==> config.mk <==
export PLATFORM = sky130hd
export DESIGN_NAME = shift_receiver_flat
export DESIGN_NICKNAME = d
export VERILOG_FILES = /design/src/rtl/shift_rx_pkg.sv /design/src/rtl/shift_rx_if.sv /design/src/rtl/rx_bit_counter.sv /design/src/rtl/shift_receiver.sv /design/src/flat_wrapper.sv
export SDC_FILE = /design/constraint.sdc
export NUM_CORES = 1
export LEC_CHECK = 0
export CORE_ASPECT_RATIO = 0.9
export CORE_MARGIN = 5
export CORE_UTILIZATION = 45
export CTS_BUF_LIST = sky130_fd_sc_hd__clkbuf_4 sky130_fd_sc_hd__clkbuf_8 sky130_fd_sc_hd__clkbuf_16
export DETAILED_ROUTE_END_ITERATION = 8
export GPL_ROUTABILITY_DRIVEN = 0
export PLACE_DENSITY = 0.76
export SYNTH_ARGS = -nofsm -noshare
export SYNTH_HDL_FRONTEND = slang
export SYNTH_SLANG_ARGS = --single-unit
==> constraint.sdc <==
create_clock -name clk -period 1.4 [get_ports clk]
set_input_delay 0.21 -clock clk [delete_from_list [all_inputs] [get_ports clk]]
set_output_delay 0.21 -clock clk [all_outputs]
set_load 0.05 [all_outputs]
==> src/rtl/shift_rx_pkg.sv <==
// Shared types and constants for the serial-to-parallel shift receiver.
// SHIFT_RX_PARITY_EN adds one trailing even-parity bit to every frame.
package shift_rx_pkg;

    localparam int WIDTH_DEFAULT = 8;

    typedef enum logic [1:0] {
        IDLE  = 2'd0,
        SHIFT = 2'd1,
        HOLD  = 2'd2
    } state_e;

    // Serial bits per frame, including the parity bit when it is enabled.
    function automatic int frame_len(input int width);
`ifdef SHIFT_RX_PARITY_EN
        return width + 1;
`else
        return width;
`endif
    endfunction

endpackage

==> src/rtl/shift_rx_if.sv <==
// Serial-in / word-out bundle of the shift receiver.
// The master drives bits and out_ready; the slave is the receiver.
interface shift_rx_if
    import shift_rx_pkg::*;
#(
    parameter int WIDTH = WIDTH_DEFAULT
);
    logic             in_valid;
    logic             in_bit;
    logic             out_ready;
    logic [WIDTH-1:0] out_data;
    logic             out_valid;
    logic             overrun;
    logic             parity_err;

    modport master (
        output in_valid, in_bit, out_ready,
        input  out_data, out_valid, overrun, parity_err
    );

    modport slave (
        input  in_valid, in_bit, out_ready,
        output out_data, out_valid, overrun, parity_err
    );
endinterface

==> src/rtl/rx_bit_counter.sv <==
// Bit-position counter for one frame. Clear and increment together
// restart the count at 1, so it never runs past the frame length.
module rx_bit_counter #(
    parameter int              CNT_W = 4,
    parameter logic [CNT_W-1:0] LAST = '1
) (
    input  logic             clk,
    input  logic             reset,
    input  logic             i_clr,
    input  logic             i_inc,
    output logic [CNT_W-1:0] o_count,
    output logic             o_last
);
    logic [CNT_W-1:0] r_count;

    always_ff @(posedge clk) begin
        if (reset)
            r_count <= '0;
        else if (i_clr)
            r_count <= i_inc ? CNT_W'(1) : '0;
        else if (i_inc)
            r_count <= r_count + CNT_W'(1);
    end

    assign o_count = r_count;
    assign o_last  = (r_count == LAST);
endmodule

==> src/rtl/shift_receiver.sv <==
// MSB-first serial receiver with a one-word output holding register.
// Define SHIFT_RX_PARITY_EN to expect a trailing even-parity bit per frame.
module shift_receiver
    import shift_rx_pkg::*;
#(
    parameter int WIDTH = WIDTH_DEFAULT
) (
    input  logic       clk,
    input  logic       reset,
    shift_rx_if.slave  bus
);
    localparam int               FRAME = frame_len(WIDTH);
    localparam int               CNT_W = $clog2(WIDTH + 2);
    localparam logic [CNT_W-1:0] LAST  = CNT_W'(FRAME - 1);

    state_e           r_state, w_state_nxt;
    logic [WIDTH-1:0] r_shift;
    logic [WIDTH-1:0] r_data;
    logic             r_valid;
    logic             r_overrun;
    logic [CNT_W-1:0] w_count;
    logic             w_last;
    logic             w_cnt_clr, w_cnt_inc;
    logic             w_first, w_shift, w_load, w_take, w_drop;

    rx_bit_counter #(.CNT_W(CNT_W), .LAST(LAST)) u_cnt (
        .clk     (clk),
        .reset   (reset),
        .i_clr   (w_cnt_clr),
        .i_inc   (w_cnt_inc),
        .o_count (w_count),
        .o_last  (w_last)
    );

    always_ff @(posedge clk) begin
        if (reset) r_state <= IDLE;
        else       r_state <= w_state_nxt;
    end

    always_comb begin
        w_state_nxt = r_state;
        w_cnt_clr   = 1'b0;
        w_cnt_inc   = 1'b0;
        w_first     = 1'b0;
        w_shift     = 1'b0;
        w_load      = 1'b0;
        w_take      = 1'b0;
        w_drop      = 1'b0;
        case (r_state)
            IDLE: begin
                if (bus.in_valid) begin
                    w_first     = 1'b1;
                    w_cnt_clr   = 1'b1;
                    w_cnt_inc   = 1'b1;
                    w_state_nxt = SHIFT;
                end
            end
            SHIFT: begin
                if (bus.in_valid) begin
                    if (w_last) begin
                        w_load      = 1'b1;
                        w_cnt_clr   = 1'b1;
                        w_state_nxt = HOLD;
                    end else begin
                        w_shift   = 1'b1;
                        w_cnt_inc = 1'b1;
                    end
                end
            end
            HOLD: begin
                if (bus.out_ready) begin
                    w_take = 1'b1;
                    // A bit arriving in the handshake cycle opens the next frame.
                    if (bus.in_valid) begin
                        w_first     = 1'b1;
                        w_cnt_clr   = 1'b1;
                        w_cnt_inc   = 1'b1;
                        w_state_nxt = SHIFT;
                    end else begin
                        w_state_nxt = IDLE;
                    end
                end else begin
                    w_drop = bus.in_valid;
                end
            end
            default: w_state_nxt = IDLE;
        endcase
    end

    always_ff @(posedge clk) begin
        if (reset) begin
            r_shift   <= '0;
            r_data    <= '0;
            r_valid   <= 1'b0;
            r_overrun <= 1'b0;
        end else begin
            r_overrun <= w_drop;
            if (w_take)
                r_valid <= 1'b0;
            if (w_first)
                r_shift <= {{(WIDTH-1){1'b0}}, bus.in_bit};
            else if (w_shift)
                r_shift <= {r_shift[WIDTH-2:0], bus.in_bit};
            if (w_load) begin
                r_valid <= 1'b1;
`ifdef SHIFT_RX_PARITY_EN
                r_data  <= r_shift;
`else
                r_data  <= {r_shift[WIDTH-2:0], bus.in_bit};
`endif
            end
        end
    end

`ifdef SHIFT_RX_PARITY_EN
    logic r_perr;

    // The completing bit is the parity bit; it never enters the data word.
    always_ff @(posedge clk) begin
        if (reset)       r_perr <= 1'b0;
        else if (w_load) r_perr <= ^{r_shift, bus.in_bit};
    end

    assign bus.parity_err = r_perr;
`else
    assign bus.parity_err = 1'b0;
`endif

    assign bus.out_data  = r_data;
    assign bus.out_valid = r_valid;
    assign bus.overrun   = r_overrun;
endmodule

==> src/flat_wrapper.sv <==
// flat-port wrapper written by rule: the top's interface ports become plain ports
module shift_receiver_flat import shift_rx_pkg::*;
#(
    parameter int WIDTH = WIDTH_DEFAULT
)
  (clk, reset, bus_in_valid, bus_in_bit, bus_out_ready, bus_out_data, bus_out_valid, bus_overrun, bus_parity_err);
  shift_rx_if #(.WIDTH(WIDTH)) bus_i ();
  input  logic clk;
  input  logic reset;
  input wire logic [$bits(bus_i.in_valid)-1:0] bus_in_valid;
  input wire logic [$bits(bus_i.in_bit)-1:0] bus_in_bit;
  input wire logic [$bits(bus_i.out_ready)-1:0] bus_out_ready;
  output wire logic [$bits(bus_i.out_data)-1:0] bus_out_data;
  output wire logic [$bits(bus_i.out_valid)-1:0] bus_out_valid;
  output wire logic [$bits(bus_i.overrun)-1:0] bus_overrun;
  output wire logic [$bits(bus_i.parity_err)-1:0] bus_parity_err;
  assign bus_i.in_valid = bus_in_valid;
  assign bus_i.in_bit = bus_in_bit;
  assign bus_i.out_ready = bus_out_ready;
  assign bus_out_data = bus_i.out_data;
  assign bus_out_valid = bus_i.out_valid;
  assign bus_overrun = bus_i.overrun;
  assign bus_parity_err = bus_i.parity_err;
  shift_receiver #(.WIDTH(WIDTH)) u_core (.clk(clk), .reset(reset), .bus(bus_i));
endmodule
==> impl_metrics.json <==
{
  "critPathLaunchType": "flip-flop",
  "num_rows": 15,
  "hp-class": "flip-flop to flip-flop",
  "drt_wl_total_mm": 2.26,
  "postCtsHoldBufs": 0,
  "cts_tree": "done",
  "timing.rr.start": "u_core.u_cnt.o_count[0]$_SDFFE_PP0P_",
  "initial_core_util_pct": 48.8,
  "ys_types": 28,
  "io_pins": 16,
  "drt_first_pass_iters": 4,
  "reg2reg_slack_ns": -0.008,
  "ys.warnings.count": 0,
  "crit_chain": "ha_2 > and3b_2 > buf_6 > or3_4 > a21oi_2",
  "clockBufferDepth": 2,
  "path_clk_slew_ns": 0.12,
  "synth_top_cell_area_share_pct": 47.9,
  "crit_start": "u_core.u_cnt.o_count[0]$_SDFFE_PP0P_",
  "r2r_cells": 5,
  "antenna_found_initial": 0,
  "violations": "setup timing",
  "first_iter_violations": 24,
  "setup_viol": 1,
  "peakVddDrop_mv": 0.677,
  "post-route-util_pct": 70.9,
  "detail_route.wl_per_cell_um": 13.8,
  "r2r-end": "u_core.u_cnt.o_count[0]$_SDFFE_PP0P_",
  "synthFlopType": "dfxtp_1",
  "die-area_sq_um": 3160,
  "crit_end": "u_core.u_cnt.o_count[0]$_SDFFE_PP0P_",
  "rsz0062_at_grt": "yes",
  "fin_ws_ns": -0.00819,
  "synth_seq_cells": 23,
  "ys_seq_area_share_pct": 47.9,
  "end_kind": "flip-flop",
  "post_cts_buffers": 0,
  "grt_remaining_overflow": 0,
  "crit_required_ns": 1.66,
  "syn-num-nets": 118,
  "hold_violations": 0,
  "outcome": "finished with violations",
  "die_h_um": 53.9,
  "finalClockSkew_ns": 0.00771,
  "synthTopCellsByArea": "dfxtp_1 48%, a21oi_1 9.9%, o21ai_0 8.8%, nand3_1 8.3%, nand2b_1 2.6%",
  "nNetsFinal": 145,
  "cp.arrival_ns": 1.66,
  "core_area_sq_um": 1970,
  "syn_area_sq_um": 962,
  "worstSkewPairLatency_ns": 0.31,
  "syn_avg_cell_area_sq_um": 8.59,
  "cap_violations": 0,
  "cts_buffers": 3,
  "h-tree-depth": 1,
  "grt_first_pass_wirelength_mm": 3.61,
  "diodes": 0,
  "slowest_delay_ns": 0.36,
  "areaGrowthSynthToFinish_pct": 45.1,
  "syn_inst": 112,
  "grt_pass1_vias": 853,
  "grt_usage_pct": 15.0,
  "power_uw": 1100,
  "clock_sinks": 23,
  "final_cell_area_sq_um": 1400,
  "crit_fanout": 7,
  "final_antenna_net_count": 0,
  "hold_start": "u_core.r_shift[4]$_SDFFE_PP0P_",
  "place_area_sq_um": 1340,
  "grt_max_degree": 16,
  "p_leak_uw": 0.000499,
  "io_buffers": 14,
  "cts_root_buffer": "clkbuf_4",
  "async_reset_ff_share_pct": 0,
  "crit_slowest_cell": "or3_4",
  "vias_per_cell": 5.55,
  "dp_hpwl_mm": 1.68,
  "via_count": 905,
  "post-synth-top-area-cell": "dfxtp_1",
  "fin_setup_tns_ns": -0.00819,
  "die-width_um": 58.7,
  "synth_edf_count": 0,
  "slew_violations": 0,
  "path_class": "flip-flop to flip-flop",
  "p_per_area_nw_per_um2": 789,
  "drc": 0,
  "fmax_mhz": 710,
  "drive_gt1_share_pct": 29.0,
  "layout_min_cycle_time_ns": 1.41,
  "period_share_pct": 101
}
[cell usage after synthesis (2+ instances only)]
cell type,n
o21ai_0,17
or3_1,2
nand3_1,16
dfxtp_1,23
and3b_1,2
clkbuf_1,3
buf_4,2
nand2_1,2
nand2b_1,4
a21oi_1,19
nand3b_1,3
buf_2,3
[cell usage in the layout, fill, tap and decap left out, drive strengths merged]
| master | instances |
|---|---|
| a21oi | 19 |
| buf | 27 |
| conb | 1 |
| or3b | 1 |
| nor3b | 1 |
| nand3 | 16 |
| a221oi | 1 |
| clkbuf | 4 |
| nand3b | 3 |
| o21ai | 17 |
| and3b | 2 |
| a31oi | 1 |
| clkdlybuf4s50 | 4 |
| o21bai | 1 |
| dfxtp | 23 |
| or3 | 2 |
| nor2b | 1 |
| or4 | 1 |
| nor2 | 1 |
| nand2 | 2 |
| inv | 1 |
| nand2b | 4 |
| o22ai | 1 |
| a2bb2oi | 1 |
| mux2i | 1 |
| a211o | 1 |
| ha | 1 |
[worst min-delay path by stage]
stage,cells after the start,to,slack [ns]
finish,2,u_core.r_shift[5]$_SDFFE_PP0P_,0.49
global route,3,u_core.r_shift[0]$_SDFFE_PP0P_,0.51
CTS,2,u_core.r_shift[5]$_SDFFE_PP0P_,0.49
detailed placement,2,u_core.r_shift[3]$_SDFFE_PP0P_,0.47
global placement,2,u_core.bus.out_data[7]$_SDFFE_PP0P_,0.46
floorplan,1,u_core.u_cnt.o_count[0]$_SDFFE_PP0P_,0.28
[flip-flops by register name, summed over array words and instances (netlist names)]
register	flops
u_core.bus.out_data	8
u_core.r_shift	7
u_core.u_cnt.o_count	4
u_core.r_state	2
u_core.bus.out_valid	1
u_core.bus.overrun	1
[per-stage QoR]
| step | hold WS (ns) | instances | setup WS (ns) |
|---|---|---|---|
| global route | 0.511 | 163 | -0.0490 |
| detailed placement | 0.474 | 159 | -0.157 |
| global placement | 0.456 | 159 | -0.118 |
| finish | 0.488 | 163 | -0.00819 |
| floorplan | 0.279 | 112 | 0.00951 |
| CTS | 0.489 | 163 | 0.0110 |
[final cells by class]
class / count / area, sq um
Fill cell: 144 / 574
Multi-Input combinational cell: 79 / 470
Timing Repair Buffer: 31 / 397
Sequential cell: 23 / 464
Clock buffer: 4 / 30.0
Inverter: 1 / 3.75
Tap cell: 25 / 31.3
[logic make-up (layout without fill, tap and decap cells)]
| family | after synthesis | after routing | share of synthesized area [%] |
|---|---|---|---|
| AOI/OAI and AO/OA | 42 | 42 | 23.5 |
| adders and majority gates | 1 | 1 | 1.30 |
| buffers and inverters | 10 | 36 | 5.20 |
| DFF | 23 | 23 | 47.9 |
| muxes | 1 | 1 | 1.04 |
| other | 1 | 1 | 0.390 |
| and+or+nand+nor | 34 | 34 | 20.7 |
[critical path: cells and delay by family (launching register included)]
kind | cells | cell delay (ns)
AND/OR/NAND/NOR | 2 | 0.57
flip-flops | 1 | 0.35
adder cells (fa/ha/maj) | 1 | 0.18
buffers and inverters | 1 | 0.14
AO/OA/AOI/OAI | 1 | 0.11
[layer usage]
layer	track usage [%]	part of all wire (%)
met1	18.4	45
met2	25.4	50
met3	4.32	4.5
met4	4.91	1.1
met5	0	0
[power breakdown]
group | total (uW) | switching [uW] | internal, uW
registers | 671 | 7.77 | 663
clock network | 319 | 189 | 131
logic | 112 | 56.5 | 55.3
total | 1100 | 253 | 849
[timing repair]
item,CTS,global route
endpoints found under the setup margin,3,9
pin swaps,3,0
gates resized for setup,4,11
No activity file was read; power rests on OpenSTA's default activity.
